<file path="src/rtl/mem_access_stage_pkg.sv">
// Shared types and constants for the memory-access stage.
package mem_access_stage_pkg;

    localparam int WORD_W      = 32;
    localparam int DEF_TIMEOUT = 16;

    typedef enum logic [1:0] {
        ST_IDLE = 2'd0,
        ST_BUS  = 2'd1,
        ST_DONE = 2'd2
    } mem_state_e;

    typedef struct packed {
        logic              valid;
        logic              we;
        logic [WORD_W-1:0] data;
        logic              err_misalign;
        logic              err_timeout;
    } wb_t;

endpackage

</file>
<file path="src/rtl/mem_access_stage_bus_watchdog.sv">
// Bus wait counter; expired flags the last permitted wait cycle.
module bus_watchdog
    import mem_access_stage_pkg::*;
#(
    parameter int TIMEOUT = DEF_TIMEOUT
) (
    input  logic clk,
    input  logic rst_n,
    input  logic clear,
    input  logic enable,
    output logic expired
);

    logic [7:0] count;

    always_ff @(posedge clk or negedge rst_n) begin
        if (!rst_n) begin
            count <= '0;
        end else if (clear) begin
            count <= '0;
        end else if (enable) begin
            count <= count + 8'd1;
        end
    end

    assign expired = (count == 8'(TIMEOUT - 1));

endmodule

</file>
<file path="src/rtl/mem_access_stage.sv">
// Memory-access stage: one word transfer per instruction on a req/ack bus,
// followed by a single registered write-back beat.
module mem_access_stage
    import mem_access_stage_pkg::*;
#(
    parameter int TIMEOUT = DEF_TIMEOUT,
    parameter int ADDR_W  = 32
) (
    input  logic              clk,
    input  logic              rst_n,
    input  logic              in_valid,
    input  logic              mem_read,
    input  logic              mem_write,
    input  logic [WORD_W-1:0] alu_result,
    input  logic [ADDR_W-1:0] eff_addr,
    input  logic [WORD_W-1:0] store_data,
    output logic              stall,
    output logic              wb_valid,
    output logic              wb_we,
    output logic [WORD_W-1:0] wb_data,
    output logic              err_misalign,
    output logic              err_timeout,
    output logic              bus_req,
    output logic              bus_we,
    output logic [ADDR_W-1:0] bus_addr,
    output logic [WORD_W-1:0] bus_wdata,
    input  logic [WORD_W-1:0] bus_rdata,
    input  logic              bus_ack
);

    mem_state_e        state, state_d;
    wb_t               wb, wb_d;
    logic              req_d, we_d;
    logic [ADDR_W-1:0] addr_d;
    logic [WORD_W-1:0] wdata_d;
    logic              is_mem, is_store, wd_expired;

    assign is_mem   = mem_read | mem_write;
    assign is_store = mem_write & ~mem_read;

    bus_watchdog #(
        .TIMEOUT (TIMEOUT)
    ) u_watchdog (
        .clk     (clk),
        .rst_n   (rst_n),
        .clear   (state != ST_BUS),
        .enable  ((state == ST_BUS) && !bus_ack),
        .expired (wd_expired)
    );

    always_comb begin
        state_d = state;
        wb_d    = '0;
        req_d   = bus_req;
        we_d    = bus_we;
        addr_d  = bus_addr;
        wdata_d = bus_wdata;
        case (state)
            ST_IDLE: begin
                if (in_valid) begin
                    state_d = ST_DONE;
                    if (!is_mem) begin
                        wb_d.valid = 1'b1;
                        wb_d.we    = 1'b1;
                        wb_d.data  = alu_result;
                    end else if (eff_addr[1:0] != 2'b00) begin
                        wb_d.valid        = 1'b1;
                        wb_d.err_misalign = 1'b1;
                    end else begin
                        state_d = ST_BUS;
                        req_d   = 1'b1;
                        we_d    = is_store;
                        addr_d  = {eff_addr[ADDR_W-1:2], 2'b00};
                        wdata_d = store_data;
                    end
                end
            end
            ST_BUS: begin
                // An ack on the expiry cycle still completes normally
                if (bus_ack) begin
                    state_d    = ST_DONE;
                    req_d      = 1'b0;
                    wb_d.valid = 1'b1;
                    wb_d.we    = ~bus_we;
                    wb_d.data  = bus_we ? '0 : bus_rdata;
                end else if (wd_expired) begin
                    state_d          = ST_DONE;
                    req_d            = 1'b0;
                    wb_d.valid       = 1'b1;
                    wb_d.err_timeout = 1'b1;
                end
            end
            ST_DONE: state_d = ST_IDLE;
            default: state_d = ST_IDLE;
        endcase
    end

    always_ff @(posedge clk or negedge rst_n) begin
        if (!rst_n) begin
            state     <= ST_IDLE;
            wb        <= '0;
            bus_req   <= 1'b0;
            bus_we    <= 1'b0;
            bus_addr  <= '0;
            bus_wdata <= '0;
        end else begin
            state     <= state_d;
            wb        <= wb_d;
            bus_req   <= req_d;
            bus_we    <= we_d;
            bus_addr  <= addr_d;
            bus_wdata <= wdata_d;
        end
    end

    assign stall        = ((state == ST_IDLE) && in_valid) || (state == ST_BUS);
    assign wb_valid     = wb.valid;
    assign wb_we        = wb.we;
    assign wb_data      = wb.data;
    assign err_misalign = wb.err_misalign;
    assign err_timeout  = wb.err_timeout;

endmodule

</file>
<file path="config.mk">
export PLATFORM = sky130hd
export DESIGN_NAME = mem_access_stage
export DESIGN_NICKNAME = d
export VERILOG_FILES = /design/src/rtl/mem_access_stage_pkg.sv /design/src/rtl/mem_access_stage_bus_watchdog.sv /design/src/rtl/mem_access_stage.sv
export SDC_FILE = /design/constraint.sdc
export NUM_CORES = 1
export LEC_CHECK = 0
export BUFFER_PORTS_ARGS = -buffer_cell sky130_fd_sc_hd__buf_2
export CAP_MARGIN = 20
export CORE_MARGIN = 5
export CORE_UTILIZATION = 30
export CTS_CLUSTER_SIZE = 24
export DETAILED_ROUTE_END_ITERATION = 6
export HOLD_SLACK_MARGIN = 0.03
export PLACE_DENSITY = 0.56
export SLEW_MARGIN = 10
export SYNTH_ARGS = -nofsm -noshare
export SYNTH_HDL_FRONTEND = slang
export SYNTH_HIERARCHICAL = 1
export SYNTH_SLANG_ARGS = --single-unit
</file>
<file path="constraint.sdc">
create_clock -name clk -period 3.2 [get_ports clk]
set_input_delay 0.32 -clock clk [delete_from_list [all_inputs] [get_ports clk]]
set_output_delay 0.32 -clock clk [all_outputs]
set_load 0.02 [all_outputs]
</file>
After elaboration in Yosys (flattened, before gate mapping):

Index checks and enable logic that the tools add are counted.

* input bits: 134
* output and inout port bits: 103
* bits in registers: 110

* reduce and logical (&&, ||, !) cells: 11
* add/sub/neg operators: 1
* muxes and demuxes: 27
* eq/ne operators: 7
* bitwise logic cells: 5

Operator list (count)
* $pmux W34 S2: 1
* $mux W33: 2
* $mux W35: 1
* $mux W32: 1
* $mux W8: 2
* $mux W1: 13
* $mux W2: 5
* $add A8 B1 Y8 const B: 1
* $eq A8 B4 Y1 const B: 1
* $ne A2 B2 Y1 const B: 3
* $reduce_bool A2 Y1: 3
* $reduce_and A5 Y1: 1
* $pmux W2 S2: 1
* $reduce_and A4 Y1: 1
* $ne A3 B2 Y1 const B: 1
* $not A1 Y1: 3
* $eq A2 B1 Y1 const B: 1
* $logic_and A1 B1 Y1: 2
* $logic_not A2 Y1: 1
* $ne A2 B1 Y1 const B: 1
* $pmux W1 S2: 1
* $reduce_and A2 Y1: 1
* $and A1 B1 Y1: 1
* $logic_not A1 Y1: 1
* other kinds (2): 2

Longest topological paths before layout:

* word-level depth: 5
* depth in mapped cells: 7
* gate-level depth less buffers: 5

By module:

Netlist, hierarchy kept.

By module, submodules not included
* mem_access_stage: area an instance 3957.5 um^2, cells each 235, times used 1
* bus_watchdog: area an instance 394.1 um^2, cells each 39, times used 1

Worst setup path after synthesis:

Ideal clock, no wire load.

* kind: register -> register
* start point: register state[1]
* end point: register bus_addr[10]
* setup slack: 1.224 ns
* clock period less this slack: 1.976 ns
* library setup time: 0.125 ns
* path buffers: 3
* stages on the path, launching flop included: 7
* data arrival time: 1.851 ns
* cell sequence: dfrtp_1 or3b_1 buf_2 or4_4 buf_6 buf_6 mux2_4

* word-level cells in the longest chain between the ends: 2

RTL lines
* start: declaration: line mem_access_stage.sv:31 `mem_state_e state, state_d;`
* start signal: assignment: line mem_access_stage.sv:107 `state <= state_d;`
* $logic_not A2 Y1: line mem_access_stage.sv:58 `case (state)`
* $reduce_and A4 Y1 (no line)
* end signal: assignment: line mem_access_stage.sv:111 `bus_addr <= addr_d;`
* end: declaration: line mem_access_stage.sv:25 `output logic [ADDR_W-1:0] bus_addr,`

No other way between the ends.
A chain may end at the register's enable or synchronous reset.

Final worst setup path:

* start point: register state[1]
* end point: register bus_addr[24]

The elaborated chain is that of the path after synthesis.

==> summary.txt <==
Run status
  • Status: finished clean

STA
  • Min Hold Slack: about 0.018 ns
  • Max Slew Vio Count: 0
  • Worst-Margin Slew: 0.726 ns
  • Relative slew slack: 51.6%
  • Final setup violation count: 0
  • Fin. Hold Viols: 0
  • Period Utilization, post-route: 73.1%
  • RSZ-0062 raised after global routing: no
  • Post-Route Skew: a little under 0.007 ns
  • Min Clock Period, post-route: 2.34 ns
  • Fmax: 428 MHz
  • Setup TNS Final: 0 ns
  • Final worst slack: around 0.86 ns

Synthesis
  • Post-synthesis register bit count: 110
  • Syn avg cell area: ~16 um2
  • Synth top area share: 63.3%
  • Cell count after synthesis: 274
  • Yosys warns: 6
  • Yosys cell types: 36
  • Register area share after synthesis: between 60% and 70%
  • Most frequent cells after synthesis: dfrtp_1, mux2_4, a22o_1
  • Top-count cell post-synth: dfrtp_1
  • Post-synth EDFFs: 0
  • Mapped cell area: 4350 um2
  • Ys async rst share: 100%
  • Top post-synthesis cells by area: dfrtp_1, mux2_4, a22o_1
  • Synth Flop Type: dfrtp_1
  • Biggest area consumer among synthesized cells: dfrtp_1

Placement
  • DP Area: 5680 um2
  • Pre-CTS setup slack: 0.808 ns
  • Gpl congestion: 0.779
  • Final HPWL DP: about 8500 um
  • Port bufs: 234

Critical path
  • Startpoint types: flip-flop
  • CP Class: reg2reg
  • Worst Setup End Kind: flip-flop
  • Req. time, crit path: 3.43 ns
  • Worst EP arrival: 2.57 ns
  • Max FO, Critical Path: 39

Final layout
  • Layout cells sized above 1: 63.1%
  • Layout Nets: 640
  • Fillers: around 1300
  • Final instance area: roughly 6000 um2
  • Ant diodes: 0
  • Area delta synth->final: 39.0%

Drt
  • DR iter-0 viols: 103
  • Avg WL per Cell: 16.1 um
  • Routed vias: 3099
  • # DRC: 0
  • Detail Route Antenna Nets: 0
  • Via density: about 4.5
  • TritonRoute pass-1 iters: 4
  • Routed wire length: 11200 um

Global route
  • Largest net degree at the start of global routing: 66
  • Vias in the first global route: 3254
  • GRT Overall Usage: 12.8%
  • GR Overflow Total: 0
  • Initial antenna violation count: 0
  • Global-route wire length before repair: 16700 um

Power
  • Peak supply drop: 0.344 mV
  • Power density over cell area: 705 nW/um2
  • LEAKAGE: 3.31 nW

Clock network
  • CTS sink count: 110
  • CTS hold repair buffers: 0
  • Post-CTS sizing: 0
  • CTS buffer count: 9
  • CTS tree: yes
  • Clk buf depth: 2
  • Clk_lat worst skew: 0.35 ns
  • CTS H-Tree Depth: 3
  • CTS root buffer: clkbuf_16
  • Clock slew at reported path FFs: 0.07 ns
  • Setup repair bufs after CTS: 0

Floorplanning
  • Horiz. Die Dim: 130 um
  • Io pins: 237
  • Core ar.: 14400 um2
  • Chip height: roughly 130 um
  • Rows: 44
  • Initial Util: 30.3%
  • Die Footprint: 17000 um2

Min path
  • Hold Path Class: in2async

Job
  • Maximum capacitance violations: 0
[layer usage]
layer / GRT usage (%) / share of wire [%] / up-vias
li1: - / - / 1443
met1: 15.5 / 38 / 1479
met2: 20.2 / 48 / 167
met3: 5.85 / 12 / 10
met4: 4.54 / 1.5 / 0
met5: 0 / 0 / -
[state kept, by name, summed over array words and instances, names as in the netlist]
name and count:
state 2, err_misalign 1, bus_we 1, bus_wdata 32
u_watchdog/count 8, bus_addr 30, wb_we 1, err_timeout 1
wb_data 32, wb_valid 1, bus_req 1
[through the flow]
step                power, W  std cells  utilization, %
global route         0.00449        694            42.1
global placement     0.00301        677            39.5
CTS                  0.00435        693            41.9
finish               0.00427        694            42.1
detailed placement   0.00303        677            39.5
floorplan            0.00256        275               -
[report_power, final]
| group | total, W | switching [W] | leakage, nW | internal, W |
|---|---|---|---|---|
| Sequential | 0.00180 | 0.000135 | 1.40 | 0.00166 |
| Clock | 0.00128 | 0.000510 | 0.166 | 0.000768 |
| Combinational | 0.00119 | 0.000633 | 1.75 | 0.000557 |
[path summary, 6_finish.rpt]
check	from	slack, ns	cells after the start	to
setup / recovery	state[1]	0.86	4	bus_addr[24]
hold / removal	rst_n	0.02	1	wb_data[30]
setup reg to reg	state[1]	0.86	4	bus_addr[24]
hold reg to reg	bus_req	0.50	1	bus_req
max in group asynchronous	rst_n	2.42	2	bus_addr[12]
min in group clk	bus_rdata[13]	0.18	2	wb_data[13]
[layout by cell type (no fill, tap or decap), types with 2 or more instances in the layout]
cell / Yosys / final
o21ai_0: 5 / 5
nor2_1: 8 / 8
a22o_1: 32 / 32
nor3_1: 4 / 3
nand4_1: 3 / 3
bufinv_16: 0 / 3
a21oi_1: 3 / 3
buf_2: 3 / 233
mux2_4: 47 / 47
nand2_1: 2 / 2
buf_4: 2 / 3
dfrtp_1: 110 / 110
or3_1: 3 / 3
nand3_1: 2 / 2
mux2_2: 15 / 15
conb_1: 1 / 2
xor2_1: 3 / 3
clkbuf_16: 0 / 9
[cell type report]
class / count / area [um2] / share of cell area (%)
multi-input cells: 145 / 1480 / 24.5
repair buffers: 238 / 1240 / 20.4
clock inverters: 7 / 120 / 1.99
clock buffers: 9 / 225 / 3.72
flip-flops and latches: 110 / 2750 / 45.5
inverters: 1 / 3.75 / 0.0620
well taps: 184 / 230 / 3.81
[critical path: stages, from the launching register on]
cell,delay (ns)
dfrtp_1,0.37
or3b_1,0.48
or4_4,0.69
buf_16,0.30
mux2_4,0.34
[kinds of logic (layout without fill, tap and decap cells)]
kind of cell | after synthesis | in the layout | synth area share, %
buffers and inverters | 20 | 255 | 3.02
XOR/XNOR | 4 | 4 | 0.805
flip-flops | 110 | 110 | 63.3
AO/OA/AOI/OAI | 44 | 44 | 8.11
multiplexers | 63 | 63 | 20.3
other | 1 | 2 | 0.0862
adder cells (fa/ha/maj) | 1 | 1 | 0.287
AND/OR/NAND/NOR | 31 | 31 | 4.11
No activity file was read; power rests on OpenSTA's default activity.
